--- config.mk ---
export PLATFORM = sky130hd
export DESIGN_NAME = display_bcd_driver
export DESIGN_NICKNAME = d
export VERILOG_FILES = /design/src/rtl/display_bcd_driver.sv
export SDC_FILE = /design/constraint.sdc
export NUM_CORES = 1
export LEC_CHECK = 0
export CAP_MARGIN = 20
export CORE_MARGIN = 2
export CORE_UTILIZATION = 33
export DETAILED_ROUTE_END_ITERATION = 10
export GPL_ROUTABILITY_DRIVEN = 0
export SLEW_MARGIN = 25
export SYNTH_ARGS = -nofsm -noshare
export SYNTH_HDL_FRONTEND = slang
export SYNTH_SLANG_ARGS = --single-unit
--- constraint.sdc ---
create_clock -name DISPLAY_BCD_CLOCK_50 -period 5.2 [get_ports DISPLAY_BCD_CLOCK_50]
set_clock_uncertainty 0.1 [all_clocks]
set_input_delay 1.04 -clock DISPLAY_BCD_CLOCK_50 [delete_from_list [all_inputs] [get_ports DISPLAY_BCD_CLOCK_50]]
set_output_delay 1.04 -clock DISPLAY_BCD_CLOCK_50 [all_outputs]
set_load 0.01 [all_outputs]
--- src/rtl/display_bcd_driver.sv ---
// Captures an 8-bit bus value, converts it to 3-digit BCD by sequential double-dabble and
// scans it onto a 3-digit common-anode 7-segment display. Define DISPLAY_BCD_BLANK_EN to blank leading zeros.
module display_bcd_driver #(
  parameter int DATAWIDTH_BUS     = 8,
  parameter int DATAWIDTH_REFRESH = 16,
  parameter int REFRESH_COUNT     = 50000
) (
  input  logic                     DISPLAY_BCD_CLOCK_50,
  input  logic                     DISPLAY_BCD_Reset_InLow,
  input  logic [DATAWIDTH_BUS-1:0] DISPLAY_BCD_Data_In,
  input  logic                     DISPLAY_BCD_Load_In,
  output logic                     DISPLAY_BCD_Busy_Out,
  output logic                     DISPLAY_BCD_Done_Out,
  output logic [11:0]              DISPLAY_BCD_BCD_Out,
  output logic [6:0]               DISPLAY_BCD_Seg_Out,
  output logic [2:0]               DISPLAY_BCD_Anode_Out
);

  localparam int CNT_W = $clog2(DATAWIDTH_BUS);

  typedef enum logic [1:0] {
    S_IDLE,
    S_CONVERT,
    S_DONE
  } state_t;

  state_t                   r_state, w_state_next;
  logic [DATAWIDTH_BUS-1:0] r_bin, w_bin_next;
  logic [11:0]              r_scratch, w_scratch_next;
  logic [CNT_W-1:0]         r_bit_cnt, w_bit_cnt_next;
  logic [11:0]              r_bcd;
  logic                     r_done, w_done_next;
  logic                     w_bcd_load;
  logic [11:0]              w_adj;

  logic [DATAWIDTH_REFRESH-1:0] r_refresh_cnt;
  logic                         w_refresh_wrap;
  logic [1:0]                   r_digit_idx;
  logic [3:0]                   w_nibble;
  logic [2:0]                   w_anode;
  logic                         w_blank;
  logic [6:0]                   r_seg;
  logic [2:0]                   r_anode;

  function automatic logic [6:0] decode_digit(input logic [3:0] i_digit);
    case (i_digit)
      4'd0:    decode_digit = 7'b1000000;
      4'd1:    decode_digit = 7'b1111001;
      4'd2:    decode_digit = 7'b0100100;
      4'd3:    decode_digit = 7'b0110000;
      4'd4:    decode_digit = 7'b0011001;
      4'd5:    decode_digit = 7'b0010010;
      4'd6:    decode_digit = 7'b0000010;
      4'd7:    decode_digit = 7'b1111000;
      4'd8:    decode_digit = 7'b0000000;
      4'd9:    decode_digit = 7'b0010000;
      default: decode_digit = 7'b1111111;
    endcase
  endfunction

  // Add-3 correction applied to each scratch nibble before the shift.
  always_comb begin
    w_adj[3:0]  = (r_scratch[3:0]  >= 4'd5) ? r_scratch[3:0]  + 4'd3 : r_scratch[3:0];
    w_adj[7:4]  = (r_scratch[7:4]  >= 4'd5) ? r_scratch[7:4]  + 4'd3 : r_scratch[7:4];
    w_adj[11:8] = (r_scratch[11:8] >= 4'd5) ? r_scratch[11:8] + 4'd3 : r_scratch[11:8];
  end

  always_comb begin
    w_state_next   = r_state;
    w_bin_next     = r_bin;
    w_scratch_next = r_scratch;
    w_bit_cnt_next = r_bit_cnt;
    w_done_next    = 1'b0;
    w_bcd_load     = 1'b0;
    case (r_state)
      S_IDLE: begin
        if (DISPLAY_BCD_Load_In) begin
          w_bin_next     = DISPLAY_BCD_Data_In;
          w_scratch_next = 12'h000;
          w_bit_cnt_next = '0;
          w_state_next   = S_CONVERT;
        end
      end
      S_CONVERT: begin
        w_scratch_next = {w_adj[10:0], r_bin[DATAWIDTH_BUS-1]};
        w_bin_next     = {r_bin[DATAWIDTH_BUS-2:0], 1'b0};
        w_bit_cnt_next = r_bit_cnt + 1'b1;
        if (r_bit_cnt == CNT_W'(DATAWIDTH_BUS - 1)) begin
          w_state_next = S_DONE;
        end
      end
      S_DONE: begin
        w_done_next  = 1'b1;
        w_bcd_load   = 1'b1;
        w_state_next = S_IDLE;
      end
      default: w_state_next = S_IDLE;
    endcase
  end

  always_ff @(posedge DISPLAY_BCD_CLOCK_50 or negedge DISPLAY_BCD_Reset_InLow) begin
    if (!DISPLAY_BCD_Reset_InLow) begin
      r_state   <= S_IDLE;
      r_bin     <= '0;
      r_scratch <= 12'h000;
      r_bit_cnt <= '0;
      r_bcd     <= 12'h000;
      r_done    <= 1'b0;
    end else begin
      r_state   <= w_state_next;
      r_bin     <= w_bin_next;
      r_scratch <= w_scratch_next;
      r_bit_cnt <= w_bit_cnt_next;
      r_done    <= w_done_next;
      if (w_bcd_load) begin
        r_bcd <= r_scratch;
      end
    end
  end

  assign w_refresh_wrap = (r_refresh_cnt == DATAWIDTH_REFRESH'(REFRESH_COUNT - 1));

  always_ff @(posedge DISPLAY_BCD_CLOCK_50 or negedge DISPLAY_BCD_Reset_InLow) begin
    if (!DISPLAY_BCD_Reset_InLow) begin
      r_refresh_cnt <= '0;
      r_digit_idx   <= 2'd0;
    end else if (w_refresh_wrap) begin
      r_refresh_cnt <= '0;
      r_digit_idx   <= (r_digit_idx == 2'd2) ? 2'd0 : r_digit_idx + 2'd1;
    end else begin
      r_refresh_cnt <= r_refresh_cnt + 1'b1;
    end
  end

  always_comb begin
    w_nibble = r_bcd[3:0];
    w_anode  = 3'b110;
    case (r_digit_idx)
      2'd1: begin
        w_nibble = r_bcd[7:4];
        w_anode  = 3'b101;
      end
      2'd2: begin
        w_nibble = r_bcd[11:8];
        w_anode  = 3'b011;
      end
      default: begin
        w_nibble = r_bcd[3:0];
        w_anode  = 3'b110;
      end
    endcase
  end

`ifdef DISPLAY_BCD_BLANK_EN
  assign w_blank = ((r_digit_idx == 2'd2) && (r_bcd[11:8] == 4'd0)) ||
                   ((r_digit_idx == 2'd1) && (r_bcd[11:4] == 8'd0));
`else
  assign w_blank = 1'b0;
`endif

  // Anode and segments share one register stage so they always switch on the same edge.
  always_ff @(posedge DISPLAY_BCD_CLOCK_50 or negedge DISPLAY_BCD_Reset_InLow) begin
    if (!DISPLAY_BCD_Reset_InLow) begin
      r_anode <= 3'b110;
      r_seg   <= 7'b1000000;
    end else begin
      r_anode <= w_anode;
      r_seg   <= w_blank ? 7'b1111111 : decode_digit(w_nibble);
    end
  end

  assign DISPLAY_BCD_Busy_Out  = (r_state != S_IDLE);
  assign DISPLAY_BCD_Done_Out  = r_done;
  assign DISPLAY_BCD_BCD_Out   = r_bcd;
  assign DISPLAY_BCD_Seg_Out   = r_seg;
  assign DISPLAY_BCD_Anode_Out = r_anode;

endmodule

==> results.yml <==
global_route:
  overflow: 0
  antenna_found_initial: 0
  globalRouteTotalUtil_pct: 12.3
  grt_max_degree: 67
  grt_pass1_vias: 2156
  grt_pass1_wl_um: 9980
layout:
  final_cell_mix: "dfrtp_1 (63), clkdlybuf4s50_1 (33), nand2_1 (28), o21ai_0 (21), inv_1 (19)"
  fillers: 903
  synthToLayoutAreaGrowth_pct: 19.8
  multi_input_comb_area_um2: 1360
  n_antenna_cell: 0
  final-seq-area_um2: 1660
  final_common_cell: "dfrtp_1"
  layout.nets: 360
  finalInstanceArea_um2: 3740
  drive_above_1_share_pct: 12.4
critical_path:
  reg2reg_to: "r_digit_idx[0]"
  reg2reg_slack_ns: 2.83
  crit_end: "DISPLAY_BCD_Busy_Out"
  worstReg2RegStart: "r_refresh_cnt[0]"
  crit_required_ns: 4.06
  worstPathMaxFanout: 21
  crit_type: "register to primary output"
  cp.arrival_ns: 1.79
  worstSetupStartpoint: "r_state[0]"
  reg2regPathDepth: 5
  crit_path_end_kind: "primary output"
  critPathLaunchType: "register"
placement:
  hpwl_um: 4020
  dpl_cell_area_um2: 3580
  port_buffers: 34
pwr:
  p_per_area_nw_per_um2: 487
  peakVddDrop_mv: 0.211
  cellInternalPower_mw: 1.20
  power_frac_seq_pct: 43.8
  leakage_nw: 1.61
  p_sw_share_pct: 34.4
  pwr-share-comb_pct: 35.9
  p_sw_mw: 0.628
  pwr-share-clk_pct: 20.3
sta:
  max-slew-margin-rel_pct: 46.2
  clock.fmax_ghz: 0.341
  worst_pin_slew_ns: 0.807
  rsz0062_at_grt: "false"
  final.min_clock_period_ns: 2.93
  period_share_pct: 56.4
  drv_slew: 0
  hold_viol_final: 0
  setup_tns_ns: 0
  setup_viol: 0
synthesis:
  yosysSeqAreaShare_pct: 53.0
  yosys.area_share.simple_pct: 14.7
  synth_top_area_cell: "dfrtp_1"
  avgSynthCellArea_um2: 10.6
  synth_mux_area_share_pct: 6.41
  synth_compound_area_share_pct: 10.8
  syn_area_um2: 3130
  ys_warn_count: 0
  ys_types: 37
  synth_top_family_by_area: "simple AND/OR/NAND/NOR gates"
  ys_seq_elements: 66
  syn_nets: 323
  synth_top_area_share_pct: 50.4
  synthXorXnorAreaFrac_pct: 5.04
  syn_inst: 296
  synthAdderAreaFrac_pct: 6.41
  synth.area.top_cells: "dfrtp_1 (50%), ha_1 (6.4%), mux2_2 (5.8%)"
route:
  dr.pass1.iters: 4
  avgViaCountPerCell: 4.96
  wl_met3_um: 241
  antenna_left: 0
  num_vias: 2225
  drt-initial-drc-count: 101
  drc: 0
  routed_wl_um: 5780
  routed-wl-met2_um: 2540
  top_layer: "met4"
  routedWlPerCell_um: 12.9
  wl_met1_um: 2920
clocking:
  cts_root_buffer: "clkbuf_8"
  cts_resized: 0
  postCtsHoldBufs: 0
  ctsHtreeMaxLevel: 3
  clk_latency_ns: 0.34
  cts_setup_buffers: 0
  cts_made_buffers: 9
  cts_tree: "built"
  clkTransAtPathRegs_ns: 0.07
  clock-sinks: 66
  cts_buffer_depth: 2
floorplan:
  rows: 35
  start_util_pct: 34.0
  die-area_um2: 10300
  core_um2: 9200
  dieWidth_um: 101
  io_pins: 35
  die_h_um: 101
hold_path:
  hp-class: "register to register"
outcome:
  status: "completed"
job:
  maxCapViolations: 0
-- sequential cells by signal (all words and copies together), names as in the netlist, 2 cells and up --
| signal | flops |
|---|---|
| DISPLAY_BCD_BCD_Out | 12 |
| r_digit_idx | 2 |
| r_bin | 8 |
| r_refresh_cnt | 16 |
| r_scratch | 12 |
| r_bit_cnt | 3 |
| DISPLAY_BCD_Anode_Out | 3 |
| r_state | 2 |
| DISPLAY_BCD_Seg_Out | 7 |
-- cell usage after synthesis, drive strengths merged --
cell / n
a211oi: 2
a21o: 2
a21oi: 18
a22o: 4
a22oi: 4
a31oi: 2
and2: 1
buf: 2
clkbuf: 9
dfrtp: 63
dfstp: 3
ha: 16
inv: 19
mux2: 16
mux2i: 2
nand2: 28
nand2b: 6
nand3: 10
nand4: 4
nor2: 17
nor2b: 3
nor3: 6
nor3b: 6
nor4: 4
nor4b: 1
o21ai: 21
o21bai: 1
o31ai: 3
or2: 2
or3: 1
or4: 2
xnor2: 9
xor2: 9
-- power by group through the flow --
| stage | combinational (mW) | clock [mW] | sequential, mW |
|---|---|---|---|
| after global placement | 0.649 | 0 | 0.805 |
| after detailed placement | 0.670 | 0 | 0.807 |
| after floorplan | 0.408 | 0 | 0.793 |
| after CTS | 0.669 | 0.383 | 0.799 |
| final | 0.655 | 0.370 | 0.799 |
| after global routing | 0.745 | 0.411 | 0.824 |
-- how the worst min path moves through the flow --
stage | cells after the start | slack (ns) | start | to
floorplan | 2 | 0.35 | r_bin[1] | r_bin[1]
global placement | 2 | 0.37 | r_bin[3] | r_bin[3]
detailed placement | 2 | 0.37 | r_bin[3] | r_bin[3]
CTS | 2 | 0.39 | r_bin[3] | r_bin[3]
global route | 1 | 0.41 | r_refresh_cnt[0] | r_refresh_cnt[0]
finish | 2 | 0.38 | r_bin[3] | r_bin[3]
-- worst max-delay path, cell delays in order, from the launching register on --
cell and delay, ns:
dfrtp_1 0.72, or2_2 0.21, clkdlybuf4s50_1 0.52
-- cell type report --
class                      count  share of cell area [%]
inverter                      19                    1.90
clock inverter                 2                   0.334
clock buffer                  14                    4.08
multi-input combinational    200                    36.2
timing repair buffer          37                    9.56
tap                          111                    3.71
sequential                    66                    44.2
-- kinds of logic (layout without fill, tap and decap cells) --
kind of cell,count (synthesis),after routing
AOI/OAI and AO/OA,57,57
xor gates and xnor gates,18,18
adders and majority gates,16,16
buffers and inverters,30,72
DFF,66,66
muxes,18,18
and+or+nand+nor,91,91
-- stage by stage --
step	setup slack [ns]	total power, mW	hold slack (ns)	cells	utilization (%)
4_1_cts	2.26	1.85	0.386	449	40.7
6_report	2.27	1.82	0.381	449	40.7
3_5_place_dp	2.64	1.48	0.371	433	38.9
5_1_grt	2.16	1.98	0.408	449	40.7
2_1_floorplan	3.00	1.20	0.350	296	-
3_3_place_gp	2.65	1.45	0.371	433	38.9
-- routing by layer --
layer / global-route usage [%] / vias to the layer above
li1: - / 1095
met1: 16.9 / 1080
met2: 18.5 / 42
met3: 3.38 / 8
met4: 4.99 / 0
met5: 0 / -
Note: power is estimated with default switching activity, not from simulation.
==> RTL edit 1: new RTL, config.mk and constraints unchanged <==
Put one more register stage on the output `DISPLAY_BCD_Done_Out`, without a reset. The value now appears one clock later. The other outputs are not delayed to match.
--- a/src/rtl/display_bcd_driver.sv
+++ b/src/rtl/display_bcd_driver.sv
@@ -170,7 +170,9 @@
   end
 
   assign DISPLAY_BCD_Busy_Out  = (r_state != S_IDLE);
-  assign DISPLAY_BCD_Done_Out  = r_done;
+  always_ff @(posedge DISPLAY_BCD_CLOCK_50) begin
+    DISPLAY_BCD_Done_Out <= r_done;
+  end
   assign DISPLAY_BCD_BCD_Out   = r_bcd;
   assign DISPLAY_BCD_Seg_Out   = r_seg;
   assign DISPLAY_BCD_Anode_Out = r_anode;
Behaviour: same outputs for any inputs over 10 cycles, from zero or initial values and one cycle with DISPLAY_BCD_Reset_InLow low; that may be too few to reach the edited logic, so the function may still have changed.
==> RTL edit 1 against the unedited design <==
  * Clock power rose by 29%
  * Core utilization rose by 0.85 points
  * Final area rose by 2.6%
  * Wire length rose by 3.8%
  * Sequential power rose by 2%
  * Sequential cell count rose by 1
  * Largest power group unchanged
  * Critical path type unchanged
  * Fmax rose by 0.25%
  * Power rose by 7.0%
  * Setup slack improved by 0.0072 ns
  * Via count fell by 0.94%
  * Area after synthesis rose by 0.64%
  * Critical path depth did not move
==> RTL edit 1: results <==
export IMPL_num_vias=2204
export IMPL_root_buffer="clkbuf_8"
export IMPL_dr_first_iter_drc_count=101
export IMPL_ir_worst_vdd_v=0.0001705
export IMPL_slew_violations=0
export IMPL_fillers=906
export IMPL_gr_total_overflow=0
export IMPL_postCtsSetupBuffers=0
export IMPL_routed_wl_um=6003
export IMPL_synth_commonest_cells="dfrtp_1, nand2_1, o21ai_0, inv_1"
export IMPL_numCtsBuffers=9
export IMPL_largest_reg_flops=16
export IMPL_synth_xor_area_frac=0.05012
export IMPL_synth_mux_area_frac=0.06364
export IMPL_worstPathArrival_ns=1.79
export IMPL_grt_max_degree=39
export IMPL_synth_fa_ha_area_frac=0.06364
export IMPL_cts_resized=0
export IMPL_yosysSeqAreaShare=0.5326
export IMPL_antenna_found_initial=0
export IMPL_numPortBuffers=34
export IMPL_slew_headroom=0.4410
export IMPL_status="completed"
export IMPL_pre_cts_slack_ns=2.653
export IMPL_grt_pass1_wl_um=10150
export IMPL_drtPass1Iterations=5
export IMPL_grt_total_usage=0.1274
export IMPL_drive_gt1_frac=0.1298
export IMPL_nets=361
export IMPL_yosysWarningCount=0
export IMPL_async_flop_share=0.9851
export IMPL_path_clk_slew_ns=0.07
export IMPL_slowest_delay_ns=0.71
export IMPL_antenna_cells=0
export IMPL_max_clock_path_buffers=2
export IMPL_cp_max_fo=21
export IMPL_worstSkewPairLatency_ns=0.35
export IMPL_synth_compound_area_frac=0.1070
export IMPL_placed_cell_area_um2=3622
export IMPL_synth_flop_cell="dfrtp_1"
export IMPL_synth_area_leaders="dfrtp_1, ha_1, mux2_2, nand2_1, o21ai_0"
export IMPL_place_hpwl_um=4156
export IMPL_slowest_stage="dfrtp_1"
export IMPL_synth_distinct_cells=39
export IMPL_ctsHtreeMaxLevel=3
export IMPL_p_leak_nw=1.647
export IMPL_regMostFlops="r_refresh_cnt"
export IMPL_syn_num_nets=324
RTL edit 1: cell types whose count changed after synthesis, sizes merged:
| cell | unedited run | this run |
|---|---|---|
| buf | 2 | 3 |
| clkbuf | 9 | 8 |
| dfxtp | 0 | 1 |
RTL edit 1: final cells by class:
cell class / instances / area (um2) / area share
Clock buffer: 12 / 145.1 / 0.03779
Multi-Input combinational cell: 200 / 1356 / 0.3531
Inverter: 19 / 71.32 / 0.01857
Timing Repair Buffer: 37 / 357.8 / 0.09316
Tap cell: 129 / 161.4 / 0.04202
Sequential cell: 67 / 1675 / 0.4362
Clock inverter: 4 / 73.82 / 0.01922
RTL edit 1: final timing paths:
kind / from / end / slack [ns] / depth (start not counted)
setup / recovery: r_state[0] / DISPLAY_BCD_Busy_Out / 2.27 / 2
hold / removal: r_done / DISPLAY_BCD_Done_Out / 0.25 / 0
setup reg to reg: r_refresh_cnt[0] / r_digit_idx[0] / 2.76 / 5
hold reg to reg: r_done / DISPLAY_BCD_Done_Out / 0.25 / 0
max in group asynchronous: DISPLAY_BCD_Reset_InLow / r_refresh_cnt[1] / 3.45 / 2
min in group asynchronous: DISPLAY_BCD_Reset_InLow / r_bit_cnt[1] / 0.61 / 1
RTL edit 1: cell families after synthesis:
kind of cell             Yosys count
AO/OA/AOI/OAI                     57
XOR/XNOR                          18
adder cells (fa/ha/maj)           16
buffers and inverters             30
flip-flops                        67
multiplexers                      18
AND/OR/NAND/NOR                   91
RTL edit 1: through the flow:
step / utilization / cells / total power [mW]
6_report: 0.4157 / 468 / 1.952
5_1_grt: 0.4157 / 468 / 2.109
4_1_cts: 0.4157 / 468 / 1.984
3_5_place_dp: 0.3920 / 452 / 1.493
3_3_place_gp: 0.3917 / 452 / 1.468
2_1_floorplan: - / 297 / 1.209
RTL edit 1: layer usage:
layer,global-route usage,routed length [um],part of all wire,vias up
li1,-,-,-,1092
met1,0.1647,2828,0.47,1057
met2,0.1994,2798,0.47,45
met3,0.04417,288,0.048,10
met4,0.04366,86,0.014,0
met5,0,0,0,-
RTL edit 1: where the power goes:
| part | total [mW] | internal (mW) | switching (mW) | leakage, nW |
|---|---|---|---|---|
| logic | 0.662 | 0.343 | 0.318 | 0.690 |
| clock network | 0.479 | 0.284 | 0.196 | 0.111 |
| registers | 0.811 | 0.676 | 0.135 | 0.846 |
| total | 1.95 | 1.30 | 0.649 | 1.65 |
==> RTL edit 2: new RTL, same flow settings <==
Made on the original files. Set the parameter `DATAWIDTH_BUS` to 4 (it was 8).
--- a/src/rtl/display_bcd_driver.sv
+++ b/src/rtl/display_bcd_driver.sv
@@ -1,7 +1,7 @@
 // Captures an 8-bit bus value, converts it to 3-digit BCD by sequential double-dabble and
 // scans it onto a 3-digit common-anode 7-segment display. Define DISPLAY_BCD_BLANK_EN to blank leading zeros.
 module display_bcd_driver #(
-  parameter int DATAWIDTH_BUS     = 8,
+  parameter int DATAWIDTH_BUS     = 4,
   parameter int DATAWIDTH_REFRESH = 16,
   parameter int REFRESH_COUNT     = 50000
 ) (
Ports: changed (resized DISPLAY_BCD_Data_In); port bits go from 35 to 31. The function was not compared with the original's and may differ.
==> RTL edit 2 against the unedited design <==
  * Area after synthesis down 8.1%
  * Clock power up 14%
  * Sequential cell count down 5
  * Die area down 7.8%
  * Combinational power down 12%
  * Power down 5.8%
  * Synthesized cell count down 9.1%
  * Final area down 7.0%
  * Wire length down 7.5%
  * First-iteration DRC count down 27%
  * Setup slack better by 0.12 ns
==> RTL edit 2: results <==
export IMPL_synth_commonest_cells="dfrtp_1, nand2_1, inv_1, nor2_1, o21ai_0"
export IMPL_slowest_stage="dfrtp_1"
export IMPL_yosysSeqAreaShare=0.5329
export IMPL_numPortBuffers=30
export IMPL_regToRegSetupSlack_ns=2.96
export IMPL_placed_cell_area_um2=3283
export IMPL_worstPathArrival_ns=1.67
export IMPL_num_vias=1995
export IMPL_regMostFlops="r_refresh_cnt"
export IMPL_p_leak_nw=1.552
export IMPL_cp_max_fo=13
export IMPL_numCtsBuffers=9
export IMPL_ir_worst_vdd_v=0.0001679
export IMPL_fillers=825
export IMPL_grt_pass1_wl_um=9287
export IMPL_drive_gt1_frac=0.1364
export IMPL_path_delay_family="flip-flops"
export IMPL_syn_num_nets=291
export IMPL_max_clock_path_buffers=2
export IMPL_drtPass1Iterations=4
export IMPL_status="completed"
export IMPL_slowest_delay_ns=0.52
export IMPL_yosysWarningCount=0
export IMPL_cts_resized=0
export IMPL_holdWs_ns=0.3791
export IMPL_path_clk_slew_ns=0.06
export IMPL_grt_max_degree=62
export IMPL_nets=325
export IMPL_synth_area_leaders="dfrtp_1, ha_1, mux2_2, xnor2_1, nand2_1"
export IMPL_slew_headroom=0.4971
export IMPL_dr_first_iter_drc_count=74
export IMPL_grt_total_usage=0.1224
export IMPL_ctsHtreeMaxLevel=3
export IMPL_antenna_found_initial=0
export IMPL_synth_distinct_cells=35
export IMPL_routed_wl_um=5350
export IMPL_place_hpwl_um=3678
-- RTL edit 2: cell types whose count changed in the layout (fill, tap and decap cells not counted), moves of 2 or more --
| cell | change |
|---|---|
| clkdlybuf4s50_1 | -4 |
| clkinvlp_4 | +2 |
| xnor2_1 | +2 |
| a21oi_1 | -3 |
| o21ai_0 | -4 |
| buf_4 | -2 |
| nand2_1 | -5 |
| clkbuf_1 | -4 |
| xor2_1 | -2 |
| nor3b_1 | -4 |
| dfrtp_1 | -5 |
-- RTL edit 2: path summary, 6_finish.rpt --
path | depth (start not counted) | from | end
setup / recovery | 2 | r_state[0] | DISPLAY_BCD_Busy_Out
hold / removal | 2 | r_bin[2] | r_bin[2]
setup reg to reg | 8 | r_digit_idx[0] | DISPLAY_BCD_Seg_Out[3]
hold reg to reg | 2 | r_bin[2] | r_bin[2]
max in group asynchronous | 2 | DISPLAY_BCD_Reset_InLow | DISPLAY_BCD_BCD_Out[10]
min in group asynchronous | 2 | DISPLAY_BCD_Reset_InLow | r_refresh_cnt[13]
-- RTL edit 2: metal layers --
| layer | vias up | track usage | routed length (um) |
|---|---|---|---|
| met5 | - | 0 | 0 |
| met4 | 0 | 0.05128 | 107 |
| met3 | 13 | 0.04676 | 239 |
| met2 | 34 | 0.1907 | 2454 |
| met1 | 960 | 0.1530 | 2548 |
| li1 | 988 | - | - |
-- RTL edit 2: cell families after synthesis --
| family | count (synthesis) | synth area share |
|---|---|---|
| flops | 61 | 0.5329 |
| mux | 18 | 0.06928 |
| xor+xnor | 18 | 0.05490 |
| compound gates | 48 | 0.09934 |
| buf+inv | 26 | 0.03486 |
| simple gates | 83 | 0.1434 |
| fa+ha+maj | 15 | 0.06536 |
-- RTL edit 2: report_power, final --
group | internal (mW) | total (mW) | switching, mW
logic | 0.296 | 0.579 | 0.283
clock network | 0.232 | 0.421 | 0.189
registers | 0.603 | 0.719 | 0.115
total | 1.13 | 1.72 | 0.587
-- RTL edit 2: stage by stage --
| step | total power, mW | setup slack (ns) | std cells | util |
|---|---|---|---|---|
| 2_1_floorplan | 1.066 | 3.133 | 269 | - |
| 3_3_place_gp | 1.296 | 2.301 | 400 | 0.3813 |
| 3_5_place_dp | 1.314 | 2.657 | 400 | 0.3821 |
| 4_1_cts | 1.739 | 2.370 | 416 | 0.4054 |
| 5_1_grt | 1.842 | 2.321 | 416 | 0.4054 |
| 6_report | 1.718 | 2.386 | 416 | 0.4054 |
-- RTL edit 2: final cells by class --
type | count | area (um2) | area share
clock buffers | 10 | 137.6 | 0.03951
clock inverters | 6 | 62.56 | 0.01796
inverters | 18 | 67.56 | 0.01940
multi-input cells | 182 | 1247 | 0.3581
flip-flops and latches | 61 | 1530 | 0.4393
well taps | 108 | 135.1 | 0.03879
repair buffers | 31 | 302.8 | 0.08693
